--- config.mk ---
export PLATFORM = sky130hd
export DESIGN_NAME = mux16_scan_ctrl
export DESIGN_NICKNAME = d
export VERILOG_FILES = /design/src/rtl/mux16_pkg.sv /design/src/rtl/mux16_step_timer.sv /design/src/rtl/mux16_scan_ctrl.sv
export SDC_FILE = /design/constraint.sdc
export NUM_CORES = 1
export LEC_CHECK = 0
export CAP_MARGIN = 10
export CORE_ASPECT_RATIO = 1.25
export CORE_UTILIZATION = 49
export DETAILED_ROUTE_END_ITERATION = 10
export GPL_TIMING_DRIVEN = 1
export PLACE_DENSITY_LB_ADDON = 0.15
export SLEW_MARGIN = 20
export SYNTH_ARGS = -nofsm -noshare
export SYNTH_HDL_FRONTEND = slang
export SYNTH_SLANG_ARGS = --single-unit
--- constraint.sdc ---
create_clock -name clk -period 2.93 [get_ports clk]
set_input_delay 0.293 -clock clk [delete_from_list [all_inputs] [get_ports clk]]
set_output_delay 0.293 -clock clk [all_outputs]
set_load 0.05 [all_outputs]
--- src/rtl/mux16_pkg.sv ---
// Shared constants and state encoding for the 16:1 mux scan sequencer.
// Any block that needs the word/select geometry or the FSM states imports this package.
package mux16_pkg;

  localparam int WIDTH = 16;
  localparam int SEL_W = 4;

  localparam logic [SEL_W-1:0] SEL_LAST = SEL_W'(WIDTH - 1);

  typedef enum logic [1:0] {
    ST_IDLE = 2'd0,
    ST_SCAN = 2'd1,
    ST_DONE = 2'd2
  } state_t;

  // Counter width for a divide-by-div prescaler; a divide of 1 still needs one bit.
  function automatic int cnt_width(input int div);
    return (div > 1) ? $clog2(div) : 1;
  endfunction

endpackage

--- src/rtl/mux16_step_timer.sv ---
// Step prescaler: divides the clock by STEP_DIV while enabled.
// step_tick marks the last cycle of each step; clear restarts the count at a new scan.
module mux16_step_timer
  import mux16_pkg::*;
#(
  parameter int STEP_DIV = 1
) (
  input  logic clk,
  input  logic rst_n,
  input  logic clear,
  input  logic en,
  output logic step_tick
);

  localparam int CNT_W = cnt_width(STEP_DIV);
  localparam logic [CNT_W-1:0] CNT_LAST = CNT_W'(STEP_DIV - 1);

  logic [CNT_W-1:0] div_cnt;

  assign step_tick = en && (div_cnt == CNT_LAST);

  always_ff @(posedge clk or negedge rst_n) begin
    if (!rst_n) begin
      div_cnt <= '0;
    end else if (clear) begin
      div_cnt <= '0;
    end else if (en) begin
      if (div_cnt == CNT_LAST) begin
        div_cnt <= '0;
      end else begin
        div_cnt <= div_cnt + CNT_W'(1);
      end
    end
  end

endmodule

--- src/rtl/mux16_scan_ctrl.sv ---
// Scan sequencer for an external 16:1 bit-select mux: launches a word, steps the select
// 0..15, samples the mux output each step, reassembles it and flags whether it matches.
module mux16_scan_ctrl
  import mux16_pkg::*;
#(
  parameter int STEP_DIV = 1
) (
  input  logic             clk,
  input  logic             rst_n,
  input  logic             start,
  input  logic [WIDTH-1:0] data_in,
  output logic             ready,
  output logic [WIDTH-1:0] mux_in,
  output logic [SEL_W-1:0] mux_sel,
  input  logic             mux_out,
  output logic             bit_valid,
  output logic             bit_out,
  output logic [SEL_W-1:0] bit_idx,
  output logic             done,
  output logic [WIDTH-1:0] rx_word,
  output logic             match,
  output logic [1:0]       dbg_state
);

  // Handshake: a scan is accepted on a rising edge where start && ready; start while
  // ready=0 is dropped, not queued. bit_valid qualifies bit_out/bit_idx for that cycle only.

  state_t state, state_nxt;
  logic   start_acc;
  logic   step_tick;
  logic   last_step;

  assign start_acc = ready && start;
  assign bit_valid = (state == ST_SCAN) && step_tick;
  assign last_step = bit_valid && (mux_sel == SEL_LAST);
  assign bit_out   = mux_out;
  assign bit_idx   = mux_sel;
  assign dbg_state = state;

  mux16_step_timer #(
    .STEP_DIV (STEP_DIV)
  ) u_timer (
    .clk       (clk),
    .rst_n     (rst_n),
    .clear     (start_acc),
    .en        (state == ST_SCAN),
    .step_tick (step_tick)
  );

  always_ff @(posedge clk or negedge rst_n) begin
    if (!rst_n) begin
      state <= ST_IDLE;
    end else begin
      state <= state_nxt;
    end
  end

  always_comb begin
    state_nxt = state;
    ready     = 1'b0;
    done      = 1'b0;
    case (state)
      ST_IDLE: begin
        ready = 1'b1;
        if (start) begin
          state_nxt = ST_SCAN;
        end
      end
      ST_SCAN: begin
        if (last_step) begin
          state_nxt = ST_DONE;
        end
      end
      ST_DONE: begin
        done      = 1'b1;
        state_nxt = ST_IDLE;
      end
      default: begin
        state_nxt = ST_IDLE;
      end
    endcase
  end

  // Select holds at 15 on the last step so it never wraps; it is parked at 0 in DONE.
  always_ff @(posedge clk or negedge rst_n) begin
    if (!rst_n) begin
      mux_in  <= '0;
      mux_sel <= '0;
      rx_word <= '0;
      match   <= 1'b0;
    end else if (start_acc) begin
      mux_in  <= data_in;
      mux_sel <= '0;
      rx_word <= '0;
      match   <= 1'b0;
    end else if (bit_valid) begin
      rx_word[mux_sel] <= mux_out;
      if (mux_sel != SEL_LAST) begin
        mux_sel <= mux_sel + SEL_W'(1);
      end
    end else if (state == ST_DONE) begin
      match   <= (rx_word == mux_in);
      mux_sel <= '0;
    end
  end

  a_last_step_to_done : assert property (
    @(posedge clk) disable iff (!rst_n) last_step |=> (state == ST_DONE)
  );

  a_done_single : assert property (
    @(posedge clk) disable iff (!rst_n) done |=> !done
  );

endmodule
==> key figures, run 1 <==
Floorplanning
  • Initial Utilization: 52.5%
  • Die Height: 73.8 um
  • Count of boundary I/O pins: 67
  • Overall die area: 0.00438 mm2
  • X dimension of the die: 59.4 um
  • Std cell rows: 25
  • Area of the core: 0.00385 mm2

Global route
  • Vias in the first global route: 1500
  • Remaining Overflow, GRT: 0
  • Largest net degree at the start of global routing: 40
  • Number of antenna violations at the first check in global routing: 0
  • First-pass GRT wire length: 6840 um
  • GR Util All Layers: 21.4%

Critical path
  • Critical path, cell by cell: and2b_1, clkdlybuf4s50_1
  • CP Launch Type: flip-flop
  • Crit path largest cell delay: 0.81 ns
  • CP endpoint kind: primary output
  • Type of the worst setup path: reg -> out
  • Max FO, Critical Path: 12
  • Critical Path RT: 2.64 ns
  • Total buffers and inverters traversed by the critical path: 1
  • Worst reg-to-reg setup slack: 1.27 ns
  • Arrival time at the worst endpoint: 1.88 ns
  • Critical-path top delay cell: sky130_fd_sc_hd__clkdlybuf4s50_1
  • Cell class contributing the biggest share of worst-path delay: buffers and inverters

Route
  • Routed wire length: 4370 um
  • Routed wire length per instance: 14.4 um
  • First-iteration detailed-routing DRC count: 53
  • DR DRC count: 0
  • Met1 WL: 1990 um
  • Detailed-route vias per instance: 5.11
  • Post-detailed-route count of antenna-violating nets: 0
  • Highest Signal Layer: met4
  • Routed wl met3: 165 um
  • DR vias: 1552
  • Met2 wire length: 2160 um
  • Count of TritonRoute iterations in the first routing pass: 4

Cells and area
  • Diodes inserted: 0
  • Nets: 273
  • Layout cell share with drive strength beyond 1: 10.8%
  • Signed area change from the synthesized netlist to the final layout: 35.7%
  • Final cell count without fillers: 304
  • Commonest cells after routing, fill and taps aside: sky130_fd_sc_hd__clkdlybuf4s50_1 (65), sky130_fd_sc_hd__dfrtp_1 (39), sky130_fd_sc_hd__nand2_1 (17), sky130_fd_sc_hd__nor2_1 (17)
  • Most common library cell in the layout ignoring fill and taps: sky130_fd_sc_hd__clkdlybuf4s50_1

Flow run
  • Max capacitance violation total: 0

Clocking
  • Resized cells post-CTS: 0
  • Num Clock Sinks: 39
  • Clock network latency to the later pin of the worst-skew pair: 0.29 ns
  • Cell chosen for the clock root: sky130_fd_sc_hd__clkbuf_8
  • Maximum clock path buffer count: 2
  • Hold-fix buffers, CTS: 0
  • Number of levels the H-tree was split into: 2
  • Post-CTS clock slew at the launch and capture registers of the worst setup and hold paths: 0.07 ns
  • Post-CTS repair timing setup buffer count: 0
  • CTS tree: done
  • CTS Buf Count: 5

Synth
  • Cell area after synthesis: 0.00202 mm2
  • Share of the yosys chip area belonging to registers: 48.4%
  • Number of synthesized register bits: 39
  • Ys Warns: 0
  • Post-synthesis area per instance: 10.7 um2
  • Distinct cell type count of the synthesized netlist: 32
  • Post-Syn Nets: 212
  • Synthesized netlist cell count: 188

Place
  • IO Port Bufs: 66
  • Post-placement cell count: 296
  • Half-perimeter wire length after detailed placement: 2960 um
  • Global placement routability congestion: 0.792

Timing
  • Transition time of the tightest slew-check pin: 0.855 ns
  • RSZ-0062 raised after global routing: no
  • Final hold violation count: 0
  • Final setup violation count: 0
  • Pins over their slew limit: 0
  • Slew margin rel.: 43.0%
  • Clock skew after layout: 0.00989 ns
  • Post-route fraction of the period consumed by the critical path: 74.2%
  • Minimum period implied by the final worst setup slack: 2.17 ns
  • Max Freq: 0.460 GHz
  • Sum of negative setup slack: 0 ns

Min path
  • Worst min-delay path class: in -> async

Run status
  • Status: finished, final reports clean
synth_stat cells, drive strengths merged:
master,instances,share of area [%]
dfrtp,39,48
nor2,18,3.5
nand2,17,3.2
mux2,16,11
o21ai,15,3.7
xor2,15,6.5
a21oi,13,3.2
buf,12,5.3
nand3,5,1.2
nor3,5,1.2
ha,4,2.5
mux2i,4,2.0
nand3b,4,1.5
inv,3,0.56
nand2b,3,0.93
nor4,3,0.93
and2,2,0.74
xnor2,2,0.87
and2b,1,0.37
and3,1,0.31
clkbuf,1,0.19
nand4,1,0.31
nor2b,1,0.31
nor3b,1,0.37
o21bai,1,0.37
o311ai,1,0.43
state kept, by name, indices dropped and copies added, names as in the netlist:
| register | count |
|---|---|
| mux_in | 16 |
| dbg_state | 2 |
| bit_idx | 4 |
| rx_word | 16 |
| match | 1 |
metal layers:
metal | vias up | GRT usage (%)
li1 | 751 | -
met1 | 752 | 25.9
met2 | 43 | 36.8
met3 | 6 | 4.75
met4 | 0 | 7.41
met5 | - | 0
worst paths after layout:
path	start	endpoint	cells after the start
min reg2reg	match$_DFFE_PN0P_	match$_DFFE_PN0P_	2
max reg2reg	dbg_state[0]$_DFFE_PN0P_	mux_in[12]$_DFFE_PN0P_	3
max	dbg_state[0]$_DFFE_PN0P_	bit_valid	2
min	rst_n	bit_idx[3]$_DFFE_PN0P_	1
max in group asynchronous	rst_n	rx_word[12]$_DFFE_PN0P_	1
min in group clk	match$_DFFE_PN0P_	match$_DFFE_PN0P_	2
worst reg2reg max path, delay by kind of cell (launching register included):
family	cells	cell delay (ns)
DFF	1	0.50
muxes	1	0.41
and+or+nand+nor	2	0.64
final cells by class:
type,instances,area [um2]
fillers,317,1110
inverters,3,11.3
clock buffers,8,100
repair buffers,67,663
flip-flops and latches,39,976
multi-input cells,133,921
well taps,54,67.6
per-stage QoR:
stage	util, %	worst slack, ns	hold slack, ns	instance area, um2
2_1_floorplan	-	0.889	-0.00259	2020
3_3_place_gp	68.6	0.995	0.456	2640
3_5_place_dp	68.6	1.00	0.450	2640
4_1_cts	71.2	0.762	0.144	2740
5_1_grt	71.2	0.681	0.189	2740
6_report	71.2	0.755	0.107	2740
kinds of logic after synthesis:
logic type | count (synthesis) | synth area share, %
AND/OR/NAND/NOR | 62 | 14.9
flip-flops | 39 | 48.4
AO/OA/AOI/OAI | 30 | 7.75
multiplexers | 20 | 13.1
XOR/XNOR | 17 | 7.38
buffers and inverters | 16 | 6.01
adder cells (fa/ha/maj) | 4 | 2.48
Power of run 1 is left out: the tool's default activity adds up to more than one toggle a clock period on the data nets, which glitch-free logic cannot reach.
==> inputs of run 2 (changes only) <==
--- a/config.mk
+++ b/config.mk
@@ -7,7 +7,7 @@
 export LEC_CHECK = 0
 export CAP_MARGIN = 10
 export CORE_ASPECT_RATIO = 1.25
-export CORE_UTILIZATION = 49
+export CORE_UTILIZATION = 41
 export DETAILED_ROUTE_END_ITERATION = 10
 export GPL_TIMING_DRIVEN = 1
 export PLACE_DENSITY_LB_ADDON = 0.15
==> constraint.sdc (replaced) <==
create_clock -name clk -period 1.95 [get_ports clk]
set_input_delay 0.195 -clock clk [delete_from_list [all_inputs] [get_ports clk]]
set_output_delay 0.195 -clock clk [all_outputs]
set_load 0.05 [all_outputs]
==> run 2 against run 1 <==
Critical endpoint is now bit_idx[0]. Die area rose by 19%. Flip-flop and latch count unchanged. Non-clock buffer count up 6. Critical path depth fell by 1. Highest routed layer unchanged. Register-to-register slack got worse by 0.93 ns.
==> key figures, run 2 (synthesis gave the netlist of run 1 again) <==
Cells and area
  • Most common library cell in the layout ignoring fill and taps: sky130_fd_sc_hd__clkdlybuf4s50_1
  • Diodes inserted: 0 (unchanged)
  • Nets: 279 (+2.2%)
  • Signed area change from the synthesized netlist to the final layout: 37.9%
  • Sequential cell area: 976 um2 (unchanged)
  • Filler cell count in the final layout: 412 (+30%)
  • Multi-input combinational cell area: 926 um2 (+0.54%)
  • Layout cell share with drive strength beyond 1: 15.7% (+4.9 points)
  • Commonest cells after routing, fill and taps aside: sky130_fd_sc_hd__clkdlybuf4s50_1 (55), sky130_fd_sc_hd__dfrtp_1 (39), sky130_fd_sc_hd__nand2_1 (17), sky130_fd_sc_hd__nor2_1 (17)

Timing
  • Post-route fraction of the period consumed by the critical path: 91.7%
  • Pins over their slew limit: 0 (unchanged)
  • Final hold violation count: 0 (unchanged)
  • Slew margin rel.: 62.4% (+19 points)
  • Transition time of the tightest slew-check pin: 0.564 ns (-0.291 ns)
  • RSZ-0062 raised after global routing: no
  • Post-route worst setup slack: 0.162 ns (-0.593 ns)
  • Max Freq: 0.559 GHz
  • Clock skew after layout: 0.00382 ns (-0.00607 ns)
  • Minimum period implied by the final worst setup slack: 1.79 ns
  • Final setup violation count: 0 (unchanged)

Floorplanning
  • Area of the core: 0.00473 mm2 (+23%)
  • Std cell rows: 28 (+12%)
  • X dimension of the die: 64.8 um (+9.0%)
  • Overall die area: 0.00521 mm2 (+19%)
  • Die Height: 80.4 um (+9.1%)
  • Initial Utilization: 42.7% (-9.8 points)
  • Count of boundary I/O pins: 67 (unchanged)

Route
  • DR vias: 1575 (+1.5%)
  • Post-detailed-route count of antenna-violating nets: 0 (unchanged)
  • Routed wire length per instance: 14.7 um (+2.0%)
  • DR DRC count: 0 (unchanged)
  • First-iteration detailed-routing DRC count: 56 (+5.7%)
  • Count of TritonRoute iterations in the first routing pass: 3 (-1)
  • Detailed-route vias per instance: 5.00 (-2.1%)
  • Routed wire length: 4620 um (+5.7%)

Global route
  • First-pass GRT wire length: 7690 um (+12%)
  • Largest net degree at the start of global routing: 27 (-33%)
  • Vias in the first global route: 1599 (+6.6%)
  • Number of antenna violations at the first check in global routing: 0 (unchanged)
  • GR Util All Layers: 19.7% (-1.6 points)
  • Remaining Overflow, GRT: 0 (unchanged)

Run status
  • Status: finished, final reports clean

Clocking
  • Cell chosen for the clock root: sky130_fd_sc_hd__clkbuf_8
  • Clock network latency to the later pin of the worst-skew pair: 0.29 ns (about the same)
  • Post-CTS clock slew at the launch and capture registers of the worst setup and hold paths: 0.07 ns (about the same)
  • Number of levels the H-tree was split into: 2 (unchanged)
  • Num Clock Sinks: 39 (unchanged)
  • CTS Buf Count: 5 (unchanged)
  • Maximum clock path buffer count: 2 (unchanged)
  • CTS tree: done

Critical path
  • Critical-path top delay cell: sky130_fd_sc_hd__clkdlybuf4s50_1
  • Worst reg-to-reg setup slack: 0.34 ns (-0.93 ns)
  • Reg2Reg Launch Point: bit_idx[0]$_DFFE_PN0P_
  • CP Launch Type: flip-flop
  • Total buffers and inverters traversed by the critical path: 1 (unchanged)
  • Crit path largest cell delay: 0.84 ns (+0.03 ns)
  • Cell class contributing the biggest share of worst-path delay: buffers and inverters
  • Type of the worst setup path: reg -> out
  • CP endpoint kind: primary output
  • Critical path, cell by cell: clkdlybuf4s50_1
  • Worst reg2reg path depth: 6 (+3)
  • Max FO, Critical Path: 8 (-4)
  • Arrival time at the worst endpoint: 1.59 ns (-0.29 ns)
  • End of the worst register-to-register path: rx_word[2]$_DFFE_PN0P_
  • Critical Path RT: 1.75 ns (-0.89 ns)

Place
  • Global placement routability congestion: 0.776 (-2.0%)
  • IO Port Bufs: 66 (unchanged)
  • Setup slack after placement: 0.308 ns (-0.693 ns)
  • Half-perimeter wire length after detailed placement: 3260 um (+10%)

Flow run
  • Max capacitance violation total: 0 (unchanged)

Min path
  • Worst min-delay path class: in -> async
==> run 2: worst max-delay path by stage <==
stage	to	startpoint	slack, ns	depth (start not counted)
floorplan	bit_idx[3]$_DFFE_PN0P_	dbg_state[0]$_DFFE_PN0P_	-0.0004	5
global placement	mux_in[11]$_DFFE_PN0P_	start	0.32	3
detailed placement	mux_in[13]$_DFFE_PN0P_	start	0.31	3
CTS	dbg_state[0]	dbg_state[0]$_DFFE_PN0P_	0.02	1
global route	bit_idx[0]	bit_idx[0]$_DFFE_PN0P_	0.08	1
finish	bit_idx[0]	bit_idx[0]$_DFFE_PN0P_	0.16	1
==> run 2: repair_timing <==
action | 4_1_cts | 5_1_grt
buffers inserted | 0 | 0
resized for setup | 0 | 2
hold endpoints to repair | 22 | 0
hold buffers | 1 | 0
setup endpoints to repair | 0 | 2
==> run 2: stage by stage <==
step                      cell area, um2  instances  utilization (%)  setup TNS [ns]  hold WS, ns
after floorplan                     2020        188                -       -0.000439       -0.101
after global placement              2680        307             56.7               0        0.218
after detailed placement            2680        307             56.7               0        0.221
after CTS                           2780        315             58.8               0        0.451
after global routing                2780        315             58.9               0        0.460
final                               2780        315             58.9               0        0.428
==> run 2: layer usage <==
| layer | GRT usage (%) | share of wire (%) | vias up |
|---|---|---|---|
| met5 | 0 | 0 | - |
| met4 | 8.22 | 1.9 | 0 |
| met3 | 5.40 | 4.3 | 8 |
| met2 | 30.9 | 48 | 43 |
| met1 | 25.3 | 45 | 759 |
| li1 | - | - | 765 |
==> run 2: area by class of cell <==
type / count / area share (%)
well taps: 60 / 2.70
inverters: 3 / 0.404
clock buffers: 6 / 2.97
multi-input cells: 133 / 33.3
repair buffers: 73 / 25.4
clock inverters: 1 / 0.180
flip-flops and latches: 39 / 35.1
Power of run 2 is left out for the same reason.
